`src/rtl/serv_arb_pkg.sv`:
```
// Shared types and constants for the serv instruction/data bus memory arbiter.
package serv_arb_pkg;

  typedef enum logic [1:0] {
    IDLE = 2'd0,
    IBUS = 2'd1,
    DBUS = 2'd2,
    RESP = 2'd3
  } state_t;

  localparam logic OWNER_IBUS = 1'b0;
  localparam logic OWNER_DBUS = 1'b1;

  // Fetches are always full-word reads.
  localparam logic [3:0] SEL_FULL = 4'hF;
  localparam logic       WE_READ  = 1'b0;

endpackage

```
`src/rtl/serv_arb_watchdog.sv`:
```
// Wait-cycle counter that flags a granted transaction which has waited TIMEOUT cycles.
module serv_arb_watchdog #(
  parameter int TIMEOUT = 255
) (
  input  logic clk,
  input  logic rst_n,
  input  logic clear,
  input  logic count_en,
  output logic expire
);

  generate
    if (TIMEOUT == 0) begin : g_off
      logic unused_inputs;
      assign unused_inputs = ^{clk, rst_n, clear, count_en};
      assign expire = 1'b0;
    end else begin : g_on
      localparam int W = $clog2(TIMEOUT + 1);
      localparam logic [W-1:0] LAST = W'(TIMEOUT - 1);

      logic [W-1:0] count_reg;

      always_ff @(posedge clk or negedge rst_n) begin
        if (!rst_n) begin
          count_reg <= '0;
        end else if (clear) begin
          count_reg <= '0;
        end else if (count_en) begin
          count_reg <= count_reg + 1'b1;
        end
      end

      // The count equals the number of completed wait cycles, so this fires on the TIMEOUT-th.
      assign expire = count_en && (count_reg == LAST);
    end
  endgenerate

endmodule

```
`src/rtl/serv_mem_arbiter.sv`:
```
// Round-robin arbiter sharing one registered Wishbone-style memory port between
// serv's instruction and data buses, with a watchdog that completes hung cycles.
module serv_mem_arbiter
  import serv_arb_pkg::*;
#(
  parameter int          TIMEOUT = 255,
  parameter logic [31:0] ERR_RDT = 32'h0000_0000
) (
  input  logic        clk,
  input  logic        i_rst_n,
  input  logic [31:0] i_ibus_adr,
  input  logic        i_ibus_cyc,
  output logic [31:0] o_ibus_rdt,
  output logic        o_ibus_ack,
  input  logic [31:0] i_dbus_adr,
  input  logic [31:0] i_dbus_dat,
  input  logic [3:0]  i_dbus_sel,
  input  logic        i_dbus_we,
  input  logic        i_dbus_cyc,
  output logic [31:0] o_dbus_rdt,
  output logic        o_dbus_ack,
  output logic [31:0] o_mem_adr,
  output logic [31:0] o_mem_dat,
  output logic [3:0]  o_mem_sel,
  output logic        o_mem_we,
  output logic        o_mem_cyc,
  input  logic [31:0] i_mem_rdt,
  input  logic        i_mem_ack,
  output logic        o_err
);

  state_t      state_reg, state_next;
  logic        owner_reg;
  logic        last_d;
  logic [31:0] rdt_reg;

  logic grant, grant_owner, done, timed_out, busy, expire;

  assign busy = (state_reg == IBUS) || (state_reg == DBUS);

  serv_arb_watchdog #(
    .TIMEOUT(TIMEOUT)
  ) u_watchdog (
    .clk     (clk),
    .rst_n   (i_rst_n),
    .clear   (grant),
    .count_en(busy && !i_mem_ack),
    .expire  (expire)
  );

  always_ff @(posedge clk or negedge i_rst_n) begin
    if (!i_rst_n) begin
      state_reg <= IDLE;
    end else begin
      state_reg <= state_next;
    end
  end

  always_comb begin
    state_next  = state_reg;
    grant       = 1'b0;
    grant_owner = OWNER_IBUS;
    done        = 1'b0;
    timed_out   = 1'b0;
    case (state_reg)
      IDLE: begin
        // On a tie last_d points at the side served most recently, so the other side wins.
        if (i_ibus_cyc && (!i_dbus_cyc || last_d)) begin
          grant      = 1'b1;
          state_next = IBUS;
        end else if (i_dbus_cyc) begin
          grant       = 1'b1;
          grant_owner = OWNER_DBUS;
          state_next  = DBUS;
        end
      end
      IBUS, DBUS: begin
        if (i_mem_ack) begin
          done       = 1'b1;
          state_next = RESP;
        end else if (expire) begin
          done       = 1'b1;
          timed_out  = 1'b1;
          state_next = RESP;
        end
      end
      RESP:    state_next = IDLE;
      default: state_next = IDLE;
    endcase
  end

  always_ff @(posedge clk or negedge i_rst_n) begin
    if (!i_rst_n) begin
      owner_reg  <= OWNER_IBUS;
      last_d     <= 1'b1;
      rdt_reg    <= '0;
      o_mem_adr  <= '0;
      o_mem_dat  <= '0;
      o_mem_sel  <= '0;
      o_mem_we   <= 1'b0;
      o_mem_cyc  <= 1'b0;
      o_ibus_ack <= 1'b0;
      o_dbus_ack <= 1'b0;
      o_err      <= 1'b0;
    end else begin
      if (grant) begin
        owner_reg <= grant_owner;
        o_mem_cyc <= 1'b1;
        if (grant_owner == OWNER_DBUS) begin
          o_mem_adr <= i_dbus_adr;
          o_mem_dat <= i_dbus_dat;
          o_mem_sel <= i_dbus_sel;
          o_mem_we  <= i_dbus_we;
        end else begin
          o_mem_adr <= i_ibus_adr;
          o_mem_dat <= '0;
          o_mem_sel <= SEL_FULL;
          o_mem_we  <= WE_READ;
        end
      end
      if (done) begin
        rdt_reg    <= timed_out ? ERR_RDT : i_mem_rdt;
        o_mem_cyc  <= 1'b0;
        o_err      <= timed_out;
        o_ibus_ack <= (owner_reg == OWNER_IBUS);
        o_dbus_ack <= (owner_reg == OWNER_DBUS);
      end
      if (state_reg == RESP) begin
        o_ibus_ack <= 1'b0;
        o_dbus_ack <= 1'b0;
        o_err      <= 1'b0;
        last_d     <= (owner_reg == OWNER_DBUS);
      end
    end
  end

  assign o_ibus_rdt = rdt_reg;
  assign o_dbus_rdt = rdt_reg;

endmodule

```
`config.mk`:
```
export PLATFORM = sky130hd
export DESIGN_NAME = serv_mem_arbiter
export DESIGN_NICKNAME = d
export VERILOG_FILES = /design/src/rtl/serv_arb_pkg.sv /design/src/rtl/serv_arb_watchdog.sv /design/src/rtl/serv_mem_arbiter.sv
export SDC_FILE = /design/constraint.sdc
export NUM_CORES = 1
export LEC_CHECK = 0
export BUFFER_PORTS_ARGS = -buffer_cell sky130_fd_sc_hd__buf_2
export CORE_MARGIN = 1
export CORE_UTILIZATION = 45
export DETAILED_ROUTE_END_ITERATION = 12
export PLACE_DENSITY_LB_ADDON = 0.3
export SYNTH_ARGS = -nofsm -noshare
export SYNTH_HDL_FRONTEND = slang
export SYNTH_SLANG_ARGS = --single-unit
```
`constraint.sdc`:
```
create_clock -name clk -period 2.1 [get_ports clk]
set_input_delay 0.42 -clock clk [delete_from_list [all_inputs] [get_ports clk]]
set_output_delay 0.42 -clock clk [all_outputs]
set_load 0.005 [all_outputs]
```
### Word-level counts from Yosys, hierarchy flattened

Cells that the tools add are included.

| operators by class | value |
|---|---|
| add/sub/neg operators | 1 |
| multipliers | 0 |
| div/mod/pow operators | 0 |
| magnitude comparators | 0 |
| equal/unequal tests | 6 |
| shift-type cells | 0 |
| mux-type cells | 30 |
| bitwise logic cells | 1 |
| reductions and logical operators | 13 |

Operator list:

| operator | number |
|---|---|
| $mux 32 | 3 |
| $mux 1 | 19 |
| $mux 8 | 2 |
| $add 8x1->8 const B | 1 |
| $eq 8x8->1 const B | 1 |
| $mux 2 | 4 |
| $ne 3x3->1 const B | 2 |
| $pmux 2 s3 | 1 |
| $reduce_bool 2->1 | 3 |
| $eq 2x2->1 const B | 2 |
| $mux 4 | 1 |
| $logic_and 1x1->1 | 3 |
| $eq 2x1->1 const B | 1 |
| $logic_not 1->1 | 2 |
| $logic_not 2->1 | 1 |
| $logic_or 1x1->1 | 2 |
| $reduce_and 2->1 | 1 |
| $reduce_or 2->1 | 1 |
| $not 1->1 | 1 |

| word-level totals | value |
|---|---|
| flip-flop bits (word level) | 117 |
| bits in latches | 0 |
| bits in writable memories | 0 |
| bits in read-only memories | 0 |
| input bits | 138 |
| output and inout bits | 137 |
| word-level logic and storage cells | 64 |
| memories kept | 0 |

### Depth between registers and ports, before layout

| logic depth | value |
|---|---|
| word-level depth | 9 |
| mapped depth | 8 |
| depth with buffers taken out | 6 |

### Cells and area by module

Synthesis repeated with hierarchy kept, for this count alone.

| unflattened totals | value |
|---|---|
| cell total of the unflattened synthesis | 457 |
| area, all modules | 5223.8 um2 |

By module, submodules not included:

| module | instances | cells each | area an instance (um2) |
|---|---|---|---|
| serv_mem_arbiter | 1 | 416 | 4812.1 |
| serv_arb_watchdog | 1 | 41 | 411.6 |

### Worst setup path before layout

Ideal clock, no wire load.

| timing path | value |
|---|---|
| path kind | register -> register |
| start point | register state_reg[0] |
| end point | register o_ibus_ack |
| library setup time | 0.073 ns |
| arrival time | 1.528 ns |
| required time | 2.027 ns |
| setup slack | 0.499 ns |
| stages on the path, launching flop included | 9 |
| clock period less this slack | 1.601 ns |
| cell sequence | dfrtp_1 -> inv_1 -> ha_1 -> and2_1 -> buf_6 -> a21oi_4 -> buf_8 -> nand2_2 -> a21oi_2 |

| between the ends | value |
|---|---|
| word-level cells in the longest chain between the ends | 8 |
| elaborated cells between the ends (all ways) | 12 |
| those cells by class | eq/ne (3); mux (4); reduce/logical (5) |

Ends and longest elaborated chain:

| element | line | RTL |
|---|---|---|
| from (decl) | serv_mem_arbiter.sv:32 | `state_t state_reg, state_next;` |
| from (signal assigned) | serv_mem_arbiter.sv:55 | `state_reg <= state_next;` |
| $eq 2x1->1 or $eq 2x2->1 (tied branches) | serv_mem_arbiter.sv:39, serv_mem_arbiter.sv:65 |  |
| $logic_or 1x1->1 | serv_mem_arbiter.sv:39 | `assign busy = (state_reg == IBUS) \|\| (state_reg == DBUS);` |
| $logic_and 1x1->1 | serv_mem_arbiter.sv:47 | `.count_en(busy && !i_mem_ack),` |
| $logic_and 1x1->1 | serv_arb_watchdog.sv:34 | `assign expire = count_en && (count_reg == LAST);` |
| $mux 1 | serv_mem_arbiter.sv:81 | `end else if (expire) begin` |
| $mux 1 | serv_mem_arbiter.sv:78 | `if (i_mem_ack) begin` |
| $mux 1 | serv_mem_arbiter.sv:65 | `case (state_reg)` |
| $reduce_bool 2->1 (no source line) | n/a |  |
| to (signal assigned) | serv_mem_arbiter.sv:125 | `o_ibus_ack <= (owner_reg == OWNER_IBUS);` |
| to (decl) | serv_mem_arbiter.sv:14 | `output logic o_ibus_ack,` |

Parallel ways exist; a longest one is shown, timed or not.
A chain may end at the register's enable or synchronous reset.

### Worst setup path in the final report

| timing path | value |
|---|---|
| start point | register state_reg[0] |
| end point | register state_reg[0] |

| between the ends | value |
|---|---|
| word-level cells in the longest chain between the ends | 6 |
| elaborated cells between the ends (all ways) | 12 |
| those cells by class | eq/ne (5); mux (1); reduce/logical (6) |

Ends and longest elaborated chain:

| element | line |
|---|---|
| $eq 2x1->1 or $eq 2x2->1 (tied branches) | serv_mem_arbiter.sv:39, serv_mem_arbiter.sv:65 |
| $logic_or 1x1->1 | serv_mem_arbiter.sv:39 |
| $logic_and 1x1->1 | serv_mem_arbiter.sv:47 |
| $logic_and 1x1->1 | serv_arb_watchdog.sv:34 |
| $ne 3x3->1 (no source line) | n/a |
| $reduce_and 2->1 (no source line) | n/a |

Parallel ways exist; a longest one is shown, timed or not.

==> run summary <==
Status -> finished clean
Post-synth net total -> 586
CTS HTree Levels -> 4
Setup CP Type -> flop to flop
Min-Delay Path Depth -> 2
Largest net degree at the start of global routing -> 65
Antenna diode count -> 0
DRT antenna net count -> 0
Dominant synthesized flop cell -> dfrtp_1
Final std cells w/o fill -> 834
Port bufs -> 274
Initial antenna violation count -> 0
Met3 GRT Util -> 7.72%
Post-CTS setup buffer count -> 0
Crit. Startpoint -> state_reg[0]
Die height -> 107 µm
Final critical-path share of the clock period -> 84.1%
Total power -> 11.0 mW
Gr busiest metal -> met2
Gate Count Post-Synth -> 444
Post-Syn Area -> 0.00497 mm²
GRT Total Usage -> 23.8%
WL per Instance -> 16.4 µm
Unrepaired setup endpoints after global routing -> no
RR Endpoint -> state_reg[0]
DRC -> 0
Leakage -> 3.62 nW
Hold Buf Count CTS -> 1
Logic pwr share -> 36.8%
R2r worst-path depth -> 6
Synthesis-to-layout area growth -> 38.0%
WP data arrival -> 2150 ps
Vias per cell -> 5.19
Die area -> 0.0115 mm²
GRT Residual Overflow -> 0
Pre-CTS WS -> 323 ps
Final core utilization -> 65.3%
Asr flop ratio synth -> 100%
Clk sinks -> 117
Detailed Route Iter0 Violations -> 243
Global-route wire length before repair -> 20900 µm
Post_cts resized -> 0
Avg Inst Size Synth -> 11.2 µm²
Final min period -> 1770 ps
Pre-Repair DR Iteration Count -> 5
Max VDD drop -> 0.727 mV
Ranking of synthesized cells by area -> dfrtp_1, a22o_1, buf_4
Initial Utilization -> 47.3%
CTS tree -> done
Grt met1 use -> 28.2%
Worst-Margin Slew -> 549 ps
Clk_skew -> 14.8 ps
Library cells used by synthesis -> 40
Worst-Skew Late Latency -> 510 ps
Layout cells sized above 1 -> 46.4%
Clk network pwr share -> 27.1%
Nets -> 827
Int Power -> 7.35 mW
Relative slew slack -> 63.4%
Reg-to-reg slack, setup -> 330 ps
Clock transition at the registers of the reported paths -> 60 ps
Max frequency -> 0.566 GHz
Worst setup SP type -> flop
DR vias -> 4328
Crit path capture -> state_reg[0]
Worst r2r src -> state_reg[0]
EDFF count, synth -> 0
Die width -> 107 µm
CP endpoint kind -> flop
Post-synthesis sequential area ratio -> 59.0%
Total Routed Length -> 13600 µm
Yosys reg bits -> 117
Most frequent cells after synthesis -> dfrtp_1, nand2_1, a22o_1
Setup TNS -> 0 ps
Final Slew Violations -> 0
Crit path max fanout -> 6
Final hold slack -> 123 ps
Design Area, Final -> 0.00686 mm²
GPL Wtd Cong -> 0.849
# setup viols final -> 0
YS warnings -> 0
Clock Tree Root -> clkbuf_8
Sw Ratio -> 33.3%
Placed Instance Area -> 0.00623 mm²
Fin. Hold Viols -> 0
Sequential Power Share -> 36.2%
Data required, critical path -> 2490 ps
Hpwl dp -> 9820 µm
Placed cell count -> 801
# rows -> 37
Area leader, netlist -> dfrtp_1
Number of global-route vias before repair -> 4291
Core area -> 0.0105 mm²
Hold Crit Class -> primary input to flop
Most common cell in the netlist -> dfrtp_1
Net Sw Power -> 3.66 mW
Share of the synthesized area in the top cell type -> 58.4%
Maxcap violations -> 0
I/O pin count -> 275
Grt met2 use -> 40.2%
Inserted Clock Buffers -> 17
CTS max path bufs -> 2
Pwr Density -> 1610 mW/mm²
Post-route setup slack -> 333 ps
==> area by class of cell <==
| class | count | area (µm²) |
|---|---|---|
| fillers | 857 | 3650 |
| well taps | 136 | 170 |
| clock inverters | 7 | 116 |
| repair buffers | 285 | 1520 |
| clock buffers | 25 | 504 |
| flip-flops and latches | 117 | 2930 |
| multi-input cells | 258 | 1590 |
| inverters | 6 | 22.5 |
==> worst min-delay path by stage <==
| stage | slack [ps] | start | to |
|---|---|---|---|
| finish | 120 | i_dbus_dat[28] | o_mem_dat[28] |
| CTS | 100 | i_dbus_dat[17] | o_mem_dat[17] |
| global placement | 440 | i_rst_n | o_dbus_rdt[14] |
| detailed placement | 440 | i_rst_n | o_dbus_rdt[14] |
| global route | 100 | i_dbus_dat[17] | o_mem_dat[17] |
| floorplan | 120 | i_rst_n | o_dbus_ack |
==> power by group through the flow <==
stage                     Combinational (mW)  Clock, mW  Sequential [mW]
after global routing                    4.50       3.13             4.10
after detailed placement                4.09          0             3.97
after floorplan                         2.56          0             4.00
after global placement                  3.96          0             3.96
after CTS                               4.10       3.02             3.98
final                                   4.05       2.98             3.98
==> critical path, stage by stage, from the launching register on <==
cell	delay, ps
dfrtp_1	370
inv_1	50
ha_1	360
and2b_1	290
o21ai_1	120
nand2_1	120
mux2_1	340
==> layer usage <==
metal  up-vias  part of all wire [%]  wire length, µm
li1       2012                     -                -
met1      2052                    40             5430
met2       243                    50             6800
met3        21                   8.5             1150
met4         0                   1.9              257
met5         -                     0                0
==> cell usage in the layout (no fill, tap or decap), types with 2 or more instances in the layout <==
master and count:
buf_2 273, dfrtp_1 116, nand2_1 70, a22o_1 65
nor2_1 40, a31oi_1 32, clkbuf_16 16, clkbuf_8 7
inv_1 6, buf_4 6, buf_12 5, o22a_1 4
o21ai_0 4, ha_1 4, nand4_1 3, a21oi_1 3
xor2_1 3, mux2i_1 3, bufinv_16 3, and4_1 2
nand2_2 2, or3_1 2, nand3_1 2, xnor2_1 2
nor3_1 2, clkinv_2 2, clkbuf_1 2
==> cell families after synthesis <==
family,share of synthesized area (%)
AO/OA/AOI/OAI,17.9
buffers and inverters,9.22
flip-flops,59.0
AND/OR/NAND/NOR,11.0
multiplexers,1.06
adder cells (fa/ha/maj),1.01
XOR/XNOR,0.882
(Power assumes the default switching activity.)
